File: src/rtl/router_input_channel_mvc.sv
// rtl/router_input_channel_mvc.sv - multi-VC router input channel with phase-multiplexed output
//
// Buffers upstream flits in NUM_VC FIFOs of DEPTH entries each. The VC field of each
// flit selects its FIFO. A free-running phase counter picks one VC per cycle to pop.
//
// Ports
//   clk        rising-edge clock
//   reset      synchronous, active-high reset
//   send       upstream flit valid this cycle
//   data_in    flit; VC = data_in[VC_LSB +: VC_W]
//   ready      per-VC: FIFO can accept a flit (from registered count only)
//   blocked    per-VC: downstream cannot take this VC
//   phase      VC served at the next clock edge
//   out_valid  data_out holds a flit popped at the last edge
//   out_vc     VC served at the last edge
//   data_out   popped flit, or 0 when out_valid = 0
//   overflow   sticky: a flit was sent to a full VC and dropped
module router_input_channel_mvc #(
    parameter int DATA_WIDTH = 64,
    parameter int NUM_VC     = 2,
    parameter int DEPTH      = 4,
    parameter int VC_LSB     = 63,
    localparam int VC_W      = $clog2(NUM_VC)
) (
    input  logic                  clk,
    input  logic                  reset,
    input  logic                  send,
    input  logic [DATA_WIDTH-1:0] data_in,
    output logic [NUM_VC-1:0]     ready,
    input  logic [NUM_VC-1:0]     blocked,
    output logic [VC_W-1:0]       phase,
    output logic                  out_valid,
    output logic [VC_W-1:0]       out_vc,
    output logic [DATA_WIDTH-1:0] data_out,
    output logic                  overflow
);

    localparam int CNT_W = $clog2(DEPTH + 1);
    localparam int PTR_W = (DEPTH > 1) ? $clog2(DEPTH) : 1;
    localparam logic [CNT_W-1:0] FULL     = CNT_W'(DEPTH);
    localparam logic [PTR_W-1:0] LAST_PTR = PTR_W'(DEPTH - 1);

    logic [DATA_WIDTH-1:0] mem    [NUM_VC][DEPTH];
    logic [PTR_W-1:0]      wr_ptr [NUM_VC];
    logic [PTR_W-1:0]      rd_ptr [NUM_VC];
    logic [CNT_W-1:0]      count  [NUM_VC];

    logic [VC_W-1:0] wr_vc;
    logic            push;
    logic            pop;

    // DEPTH need not be a power of two, so wrap explicitly.
    function automatic logic [PTR_W-1:0] next_ptr(input logic [PTR_W-1:0] p);
        return (p == LAST_PTR) ? '0 : p + 1'b1;
    endfunction

    assign wr_vc = data_in[VC_LSB +: VC_W];

    always_comb begin
        ready = '0;
        for (int v = 0; v < NUM_VC; v++) begin
            ready[v] = (count[v] != FULL);
        end
    end

    // Both decisions use pre-edge counts: a pop this cycle never frees room for a
    // push this cycle, and a push into an empty FIFO is not poppable until later.
    assign push = send && ready[wr_vc];
    assign pop  = (count[phase] != '0) && !blocked[phase];

    // Storage carries no reset; stale entries are unreachable once pointers clear.
    always_ff @(posedge clk) begin
        if (push) begin
            mem[wr_vc][wr_ptr[wr_vc]] <= data_in;
        end
    end

    always_ff @(posedge clk) begin
        if (reset) begin
            phase     <= '0;
            out_valid <= 1'b0;
            out_vc    <= '0;
            data_out  <= '0;
            overflow  <= 1'b0;
            for (int v = 0; v < NUM_VC; v++) begin
                count[v]  <= '0;
                wr_ptr[v] <= '0;
                rd_ptr[v] <= '0;
            end
        end else begin
            // NUM_VC is a power of two, so natural rollover wraps NUM_VC-1 -> 0.
            phase  <= phase + 1'b1;
            out_vc <= phase;

            if (pop) begin
                out_valid     <= 1'b1;
                data_out      <= mem[phase][rd_ptr[phase]];
                rd_ptr[phase] <= next_ptr(rd_ptr[phase]);
            end else begin
                out_valid <= 1'b0;
                data_out  <= '0;
            end

            if (push) begin
                wr_ptr[wr_vc] <= next_ptr(wr_ptr[wr_vc]);
            end

            if (send && !ready[wr_vc]) begin
                overflow <= 1'b1;
            end

            for (int v = 0; v < NUM_VC; v++) begin
                if (push && (wr_vc == VC_W'(v)) && !(pop && (phase == VC_W'(v)))) begin
                    count[v] <= count[v] + 1'b1;
                end else if (!(push && (wr_vc == VC_W'(v))) && pop && (phase == VC_W'(v))) begin
                    count[v] <= count[v] - 1'b1;
                end
            end
        end
    end

endmodule

File: config.mk
export PLATFORM = sky130hd
export DESIGN_NAME = router_input_channel_mvc
export DESIGN_NICKNAME = d
export VERILOG_FILES = /design/src/rtl/router_input_channel_mvc.sv
export SDC_FILE = /design/constraint.sdc
export NUM_CORES = 1
export LEC_CHECK = 0
export ABC_AREA = 1
export BUFFER_PORTS_ARGS = -buffer_cell sky130_fd_sc_hd__buf_2
export CAP_MARGIN = 20
export CORE_MARGIN = 2
export CORE_UTILIZATION = 25
export DETAILED_ROUTE_END_ITERATION = 12
export GPL_TIMING_DRIVEN = 0
export PLACE_DENSITY = 0.4
export SYNTH_ARGS = -nofsm -noshare
export SYNTH_HDL_FRONTEND = slang
export SYNTH_SLANG_ARGS = --single-unit
File: constraint.sdc
create_clock -name clk -period 8.3 [get_ports clk]
set_input_delay 1.66 -clock clk [delete_from_list [all_inputs] [get_ports clk]]
set_output_delay 1.66 -clock clk [all_outputs]
set_load 0.005 [all_outputs]
# After elaboration in Yosys (flattened, before gate mapping)
# Memories as Yosys holds them, arrays and structs flattened. A register that Yosys moved wholly into a read port is not among the register bits.
# Index checks and enable logic that the tools add are counted.
[totals]
mem_count = 4
input_bits = 69
regBits = 68
ram_bits = 526
[mem_list]
columns = ["name", "depth", "word_bits", "read_ports", "rd_ports_with_merged_regs", "wr", "line", "rtl"]
rows = [
  ["mem", 2, 256, 1, 1, 1, "43", "logic [DATA_WIDTH-1:0] mem [NUM_VC][DEPTH];"],
  ["count", 2, 3, 3, 1, 2, "46", "logic [CNT_W-1:0] count [NUM_VC];"],
  ["rd_ptr", 2, 2, 1, 1, 2, "45", "logic [PTR_W-1:0] rd_ptr [NUM_VC];"],
  ["wr_ptr", 2, 2, 1, 0, 2, "44", "logic [PTR_W-1:0] wr_ptr [NUM_VC];"],
]
[classes]
n_eq_ne = 4
bitwise = 9
mux = 47
n_lt_le_gt_ge = 5
addsub = 7
n_reduce_logical = 24
[op_table]
columns = ["op", "count"]
rows = [
  ["$mux 256", 1],
  ["$mux 64", 3],
  ["$bmux 64 s2", 1],
  ["$demux 64 s2", 1],
  ["$mux 1", 33],
  ["$logic_and 1x1->1", 14],
  ["$mux 3", 4],
  ["$mux 2", 4],
  ["$add 3x1->3 const B", 2],
  ["$ge 3x3->1 const B", 2],
  ["$logic_not 1->1", 6],
  ["$ne 3x3->1 const B", 2],
  ["$not 2->3", 2],
  ["$reduce_or 2->1", 3],
  ["$sub 3x1->3 const B", 2],
  ["$add 2x1->2 const B", 2],
  ["$eq 2x2->1 const B", 2],
  ["$lt 1x2->1 const B", 2],
  ["$or 1x1->1", 4],
  ["$lt 3x1->1 const B", 1],
  ["$not 1->1", 3],
  ["$reduce_bool 3->1", 1],
  ["$add 1x1->1 const B", 1],
]

# Depth between registers and ports, before layout
# Gate-level depths: netlist (run 1).
[depth]
word_depth = 13
ltp_mapped = 13

# Least setup slack after synthesis (run 1)
# OpenSTA, ideal clock, no wires.
[synth_path]
path_kind = "input -> register"
startpoint = "input port data_in[63]"
endpoint = "memory mem[1][128] in the netlist's numbering (enable)"
setup_slack_ns = 2.818
arrival_time_ns = 4.995
cell_stages = 6
t_required_ns = 7.813
path_buffers = 0
cell_sequence = "inv_1 -> or2_2 -> o21ai_0 -> ha_1 -> inv_1 -> nor2_1"
[synth_between]
elab_chain_cells = 7
elab_cells_between_ends = 12
[synth_rtl]
columns = ["item", "line", "rtl"]
rows = [
  ["from (decl)", "28", "input logic [DATA_WIDTH-1:0] data_in,"],
  ["$mem_v2 2x2", "n/a", ""],
  ["$not 2->3 (not written as such)", "74", "mem[wr_vc][wr_ptr[wr_vc]] <= data_in;"],
  ["$ge 3x3->1 (not written as such) or $lt 3x1->1 (tied branches)", "74", ""],
  ["$logic_and 1x1->1 (not written as such)", "74", ""],
  ["$mux 64 (not written as such)", "74", ""],
  ["$demux 64 s2", "74", ""],
  ["$mux 256 (not written as such)", "74", ""],
  ["to (decl)", "43", ""],
]
# Several ways; a longest one is shown, not always the timed one. The select of a mux whose other input is x is not followed.

# Final worst setup path (run 1)
[layout_path]
startpoint = "input port data_in[63]"
endpoint = "memory mem[0][175] in the netlist's numbering (enable)"
# Same word-level chain as after synthesis.

==> results of run 1 <==
==> stage by stage <==
stage | instance area (um^2) | TNS (ps) | power (W)
after global routing | 27800 | 0 | 0.00742
after detailed placement | 25500 | 0 | 0.00413
final | 27800 | 0 | 0.00713
after floorplan | 22800 | 0 | 0.00381
after global placement | 25000 | -366010 | 0.00411
after CTS | 27800 | 0 | 0.00725
==> worst paths after layout <==
kind                                     to   startpoint  cells past startpoint  slack, ps
worst max-delay path            mem[0][175]  data_in[63]                      8       4670
worst max register to register  mem[1][182]  count[1][0]                      6       5500
worst min register to register     overflow     overflow                      2        480
worst min-delay path               overflow     overflow                      2        480
==> registers in the layout, summed over array words and instances, names as in the netlist <==
signal and flops:
count 6, data_out 64, mem 512, out_valid 1, out_vc 1, overflow 1
phase 1, rd_ptr 4, wr_ptr 4
==> final cells by class <==
cell class | count | area share [%]
inverter | 29 | 0.401
clock inverter | 27 | 0.864
multi-input combinational | 1050 | 18.2
timing repair buffer | 159 | 4.08
antenna | 2 | 0.0180
buffer | 105 | 1.89
sequential | 594 | 61.7
tap | 1176 | 5.29
clock buffer | 104 | 7.51
==> power by group <==
part           switching (W)  leakage (nW)  total (W)  internal (W)
Combinational       0.000475          3.58   0.000658      0.000183
Sequential         0.0000246          5.35    0.00339       0.00336
Clock                0.00122          1.14    0.00308       0.00187
Total                0.00172          10.1    0.00713       0.00541
==> per-layer routing <==
layer	track usage [%]	routed length (um)	vias to the layer above
met1	18.5	29700	7009
met5	0	109	-
met3	3.08	3740	117
met2	24.8	33300	309
li1	-	-	6769
met4	4.54	1480	16
==> worst max-delay path: stages <==
cell and delay, ps:
buf_2 290, inv_1 140, or2_2 290, o21ai_0 170, ha_1 220, inv_1 100
nor2_4 730, buf_12 280
==> logic make-up (layout without fill, tap and decap cells) <==
family	after synthesis	count (layout)	synth area share (%)
AO/OA/AOI/OAI	69	69	2.29
XOR/XNOR	4	4	0.154
adder cells (fa/ha/maj)	8	8	0.472
buffers and inverters	134	424	2.79
flip-flops	594	594	75.2
other	0	2	0
AND/OR/NAND/NOR	969	969	19.0
==> layout by cell type, fill, tap and decap left out, types with 20 or more instances in the layout <==
cell type and instances:
nand3_1 351, nor2_1 20, nand3_2 40, clkbuf_16 76, clkbuf_1 56, dfxtp_1 68
edfxtp_1 526, buf_2 189, a21oi_2 45, inv_1 26, nand2_1 544
==> impl_metrics.csv, run 1 <==
group,metric,value,unit
outcome,status,"complete, no violations",
floorplan,dieArea,93600,um^2
sta,post-route-min-period,3630,ps
finish,area.sequential,17200,um^2
finish,areaGrowthSynthToFinish,21.9,%
placement,dpl.hpwl,43600,um
yosys,synth_ff_type,"edfxtp_1",
sta,relSlewSlack,38.3,%
clocking,cts.repair.resized,0,
detailed_routing,wl_per_cell,21.0,um
global_route,grt_pass1_wl,99700,um
placement,place.gp.congestion,0.750,
clocking,clkTransAtPathRegs,50,ps
floorplan,ios,139,
sta,fin_ws,4670,ps
yosys,synth_top_area_share,69.3,%
global_route,grt_max_degree,25,
sta,worst_slew_pin_slew,924,ps
yosys,synth_area_leaders,"edfxtp_1, nand2_1, nand3_1",
setup_path,cp_max_fo,23,
placement,port_buffers,138,
yosys,synth_enable_flop_cells,526,
setup_path,cp-end-kind,"register",
sta,hold_violations,0,
floorplan,start_util,25.3,%
finish,num-fill-cells,8996,
global_route,grt_use_total,14.6,%
detailed_routing,drt.antenna.violating_nets,0,
global_route,grt_overflow,0,
sta,setup_viol,0,
finish,layout-drive-gt1-share,20.2,%
floorplan,die_h,306,um
sta,hold_ws,481,ps
detailed_routing,post-route-drc-count,0,
power,p_leak,10.1,nW
yosys,synth.avg_cell_area,12.8,um^2
sta,timing.fmax,0.275,GHz
yosys,synth.distinct_cells,26,
clocking,cts_max_level,3,
worst_hold_path,hp-class,"register to register",
yosys,seq_area_frac_synth,75.2,%
sta,slew_violations,0,
finish,post-route-util,30.8,%
clocking,cts_root_buf,"clkbuf_16",
yosys,syn_inst,1778,
yosys,yosysTopAreaCell,"edfxtp_1",
clocking,cts.sinks,594,
clocking,clk_path_buf_depth,3,
flow_run,cap_violations,0,
clocking,cts_hold_buf,0,
placement,place_ws,3970,ps
yosys,synth.most_common_cell,"nand2_1",
power,power_density,256,nW/um^2
detailed_routing,drt_iter0_drc,928,
detailed_routing,wl,68300,um
detailed_routing,drt_first_pass_iters,5,
detailed_routing,vias_per_cell,4.38,
sta,period_share,43.8,%
floorplan,die_x,306,um
setup_path,worstPathRequired,8590,ps
clocking,tritoncts,"built",
clocking,post-cts-setup-buffers,0,
placement,dp_cells,3113,
clocking,cts_buffers,71,
global_route,antenna_found_initial,13,
clocking,insertion_delay,610,ps
finish,multiInputGateArea,5070,um^2
floorplan,core_area,90100,um^2
global_route,grt_pass1_vias,14600,
yosys,ys_warn_count,0,
yosys,ys_async_sr_fraction,0,%
setup_path,start_kind,"input pin",
detailed_routing,vias,14200,
finish,fin_nets,2087,
finish,final_cells,3246,
setup_path,crit_arrival,3930,ps
yosys,synthTopCellsByCount,"nand2_1, edfxtp_1, nand3_1, dfxtp_1, buf_2",
sta,rsz0062_at_grt,"false",
floorplan,num_rows,110,
power,ir_drop,125,uV
yosys,synth.net_count,1855,
yosys,synth-seq-cells,594,
sta,skew,34.6,ps
yosys,synth_area,22800,um^2
setup_path,crit_type,"input pin to register",
Note: power is estimated with default switching activity, not from simulation.
==> inputs of run 2 (changes only) <==
==> constraint.sdc (replaced) <==
create_clock -name clk -period 3.4 [get_ports clk]
set_input_delay 0.68 -clock clk [delete_from_list [all_inputs] [get_ports clk]]
set_output_delay 0.68 -clock clk [all_outputs]
set_load 0.005 [all_outputs]
==> run 2 against run 1 <==
Clock-buffer cell count rose by 6. Total power rose by 140%. Clock skew is 15 ps lower. Setup slack worse by 4100 ps. Worst hold slack worse by 150 ps. Flip-flop and latch count unchanged. Largest cell class unchanged.
==> impl_metrics.csv, run 2 (synthesized netlist as in run 1, its figures left out) <==
group,metric,value,unit
power,ir_drop,333,uV
sta,relSlewSlack,38.4,%
power,sw_frac_of_total,24.2,%
finish,layout-drive-gt1-share,19.9,%
finish,antennaDiodeCount,0,
floorplan,ios,139,
global_route,grt_pass1_wl,95800,um
floorplan,num_rows,110,
finish,areaGrowthSynthToFinish,21.0,%
detailed_routing,drt_iter0_drc,894,
sta,post-route-min-period,2800,ps
floorplan,die_x,306,um
detailed_routing,drt.antenna.violating_nets,0,
global_route,grt_max_degree,26,
finish,mostFrequentLayoutCells,"nand2_1, edfxtp_1, nand3_1, buf_2, clkbuf_16",
setup_path,worstPathRequired,3690,ps
setup_path,start_kind,"register",
detailed_routing,post-route-drc-count,0,
sta,skew,19.9,ps
power,p_clk_share,42.1,%
outcome,status,"complete, no violations",
setup_path,crit_arrival,3080,ps
setup_path,critPathMaxStageDelay,850,ps
power,p_seq_share,48.6,%
clocking,cts.repair.resized,0,
placement,port_buffers,138,
finish,num-fill-cells,8994,
placement,dpl.hpwl,43000,um
finish,final_common_cell,"nand2_1",
global_route,grt_overflow,0,
clocking,insertion_delay,610,ps
global_route,grt_use_total,14.0,%
floorplan,start_util,25.3,%
floorplan,die_h,306,um
power,p_leak,9.97,nW
floorplan,dieArea,93600,um^2
sta,rsz0062_at_grt,"false",
setup_path,crit_chain,"inv_1, ha_1, nand2_1, nand3_1, nor2_4, buf_12",
placement,place.gp.congestion,0.737,
setup_path,cp-end-kind,"register",
sta,slew_violations,0,
detailed_routing,wl,66200,um
global_route,grt_pass1_vias,14300,
finish,final_area,27600,um^2
clocking,clk_path_buf_depth,3,
sta,timing.fmax,0.357,GHz
clocking,clkTransAtPathRegs,50,ps
placement,place_area,25400,um^2
sta,hold_violations,0,
power,intPower,0.0129,W
detailed_routing,wl_per_cell,20.4,um
clocking,post-cts-setup-buffers,0,
power,power_density,616,nW/um^2
sta,worst_slew_pin_slew,922,ps
sta,hold_ws,333,ps
setup_path,crit_type,"register to register",
worst_hold_path,hp-class,"input pin to register",
detailed_routing,vias,14100,
finish,largest_reg_flops,512,
setup_path,cp_slowest_cell,"nor2_4",
sta,period_share,82.3,%
clocking,cts_buffers,69,
clocking,cts.sinks,594,
global_route,antenna_found_initial,14,
sta,setup_viol,0,
clocking,tritoncts,"built",
power,switchingPower,0.00412,W
sta,fin_setup_tns,0,ps
setup_path,cp_max_fo,23,
clocking,cts_root_buf,"clkbuf_16",
clocking,cts_hold_buf,0,
detailed_routing,vias_per_cell,4.34,
detailed_routing,drt_first_pass_iters,5,
floorplan,core_area,90100,um^2
finish,fin_nets,2083,
clocking,cts_max_level,3,
flow_run,cap_violations,0,
power,p_comb_share,9.3,%
## run 2: final cells by class
| type | count | area, um^2 | area share, % |
|---|---|---|---|
| Sequential cell | 594 | 17200 | 62.2 |
| Clock inverter | 18 | 136 | 0.494 |
| Inverter | 29 | 111 | 0.404 |
| Clock buffer | 110 | 2060 | 7.45 |
| Tap cell | 1176 | 1470 | 5.33 |
| Multi-Input combinational cell | 1050 | 5070 | 18.4 |
| Timing Repair Buffer | 157 | 1070 | 3.88 |
| Buffer | 105 | 526 | 1.90 |
## run 2: worst paths after layout
| kind | from | endpoint | slack (ps) | depth (start not counted) |
|---|---|---|---|---|
| setup / recovery | count[1][0] | mem[1][55] | 600 | 6 |
| hold / removal | reset | overflow | 330 | 2 |
| setup reg to reg | count[1][0] | mem[1][55] | 600 | 6 |
| hold reg to reg | overflow | overflow | 490 | 2 |
## run 2: worst max-delay path: cells and delay by family, from the launching register on
kind / cells / cell delay, ps
fa+ha+maj: 1 / 200
simple gates: 3 / 1470
flops: 1 / 390
buf+inv: 2 / 360
## run 2: per-layer routing
layer	up-vias	track usage, %	wire length, um	share of wire, %
met1	6871	17.9	28800	44
met4	16	4.18	1250	1.9
met2	315	23.8	32600	49
met5	-	0	113	0.17
li1	6750	-	-	-
met3	107	2.87	3420	5.2
## run 2: power by group through the flow
stage | Clock [W] | Sequential [W] | Combinational, W
floorplan | 0 | 0.00843 | 0.000868
global placement | 0 | 0.00845 | 0.00156
detailed placement | 0 | 0.00842 | 0.00163
CTS | 0.00739 | 0.00827 | 0.00164
global route | 0.00765 | 0.00829 | 0.00175
finish | 0.00716 | 0.00827 | 0.00158
## run 2: metrics by stage
stage | instances | util (%) | total power (W) | worst slack, ps
after floorplan | 1778 | - | 0.00930 | -1000
after global placement | 3092 | 27.7 | 0.0100 | -4490
after detailed placement | 3111 | 28.2 | 0.0101 | 67.3
after CTS | 3239 | 30.6 | 0.0173 | 580
after global routing | 3239 | 30.6 | 0.0177 | 474
final | 3239 | 30.6 | 0.0170 | 602
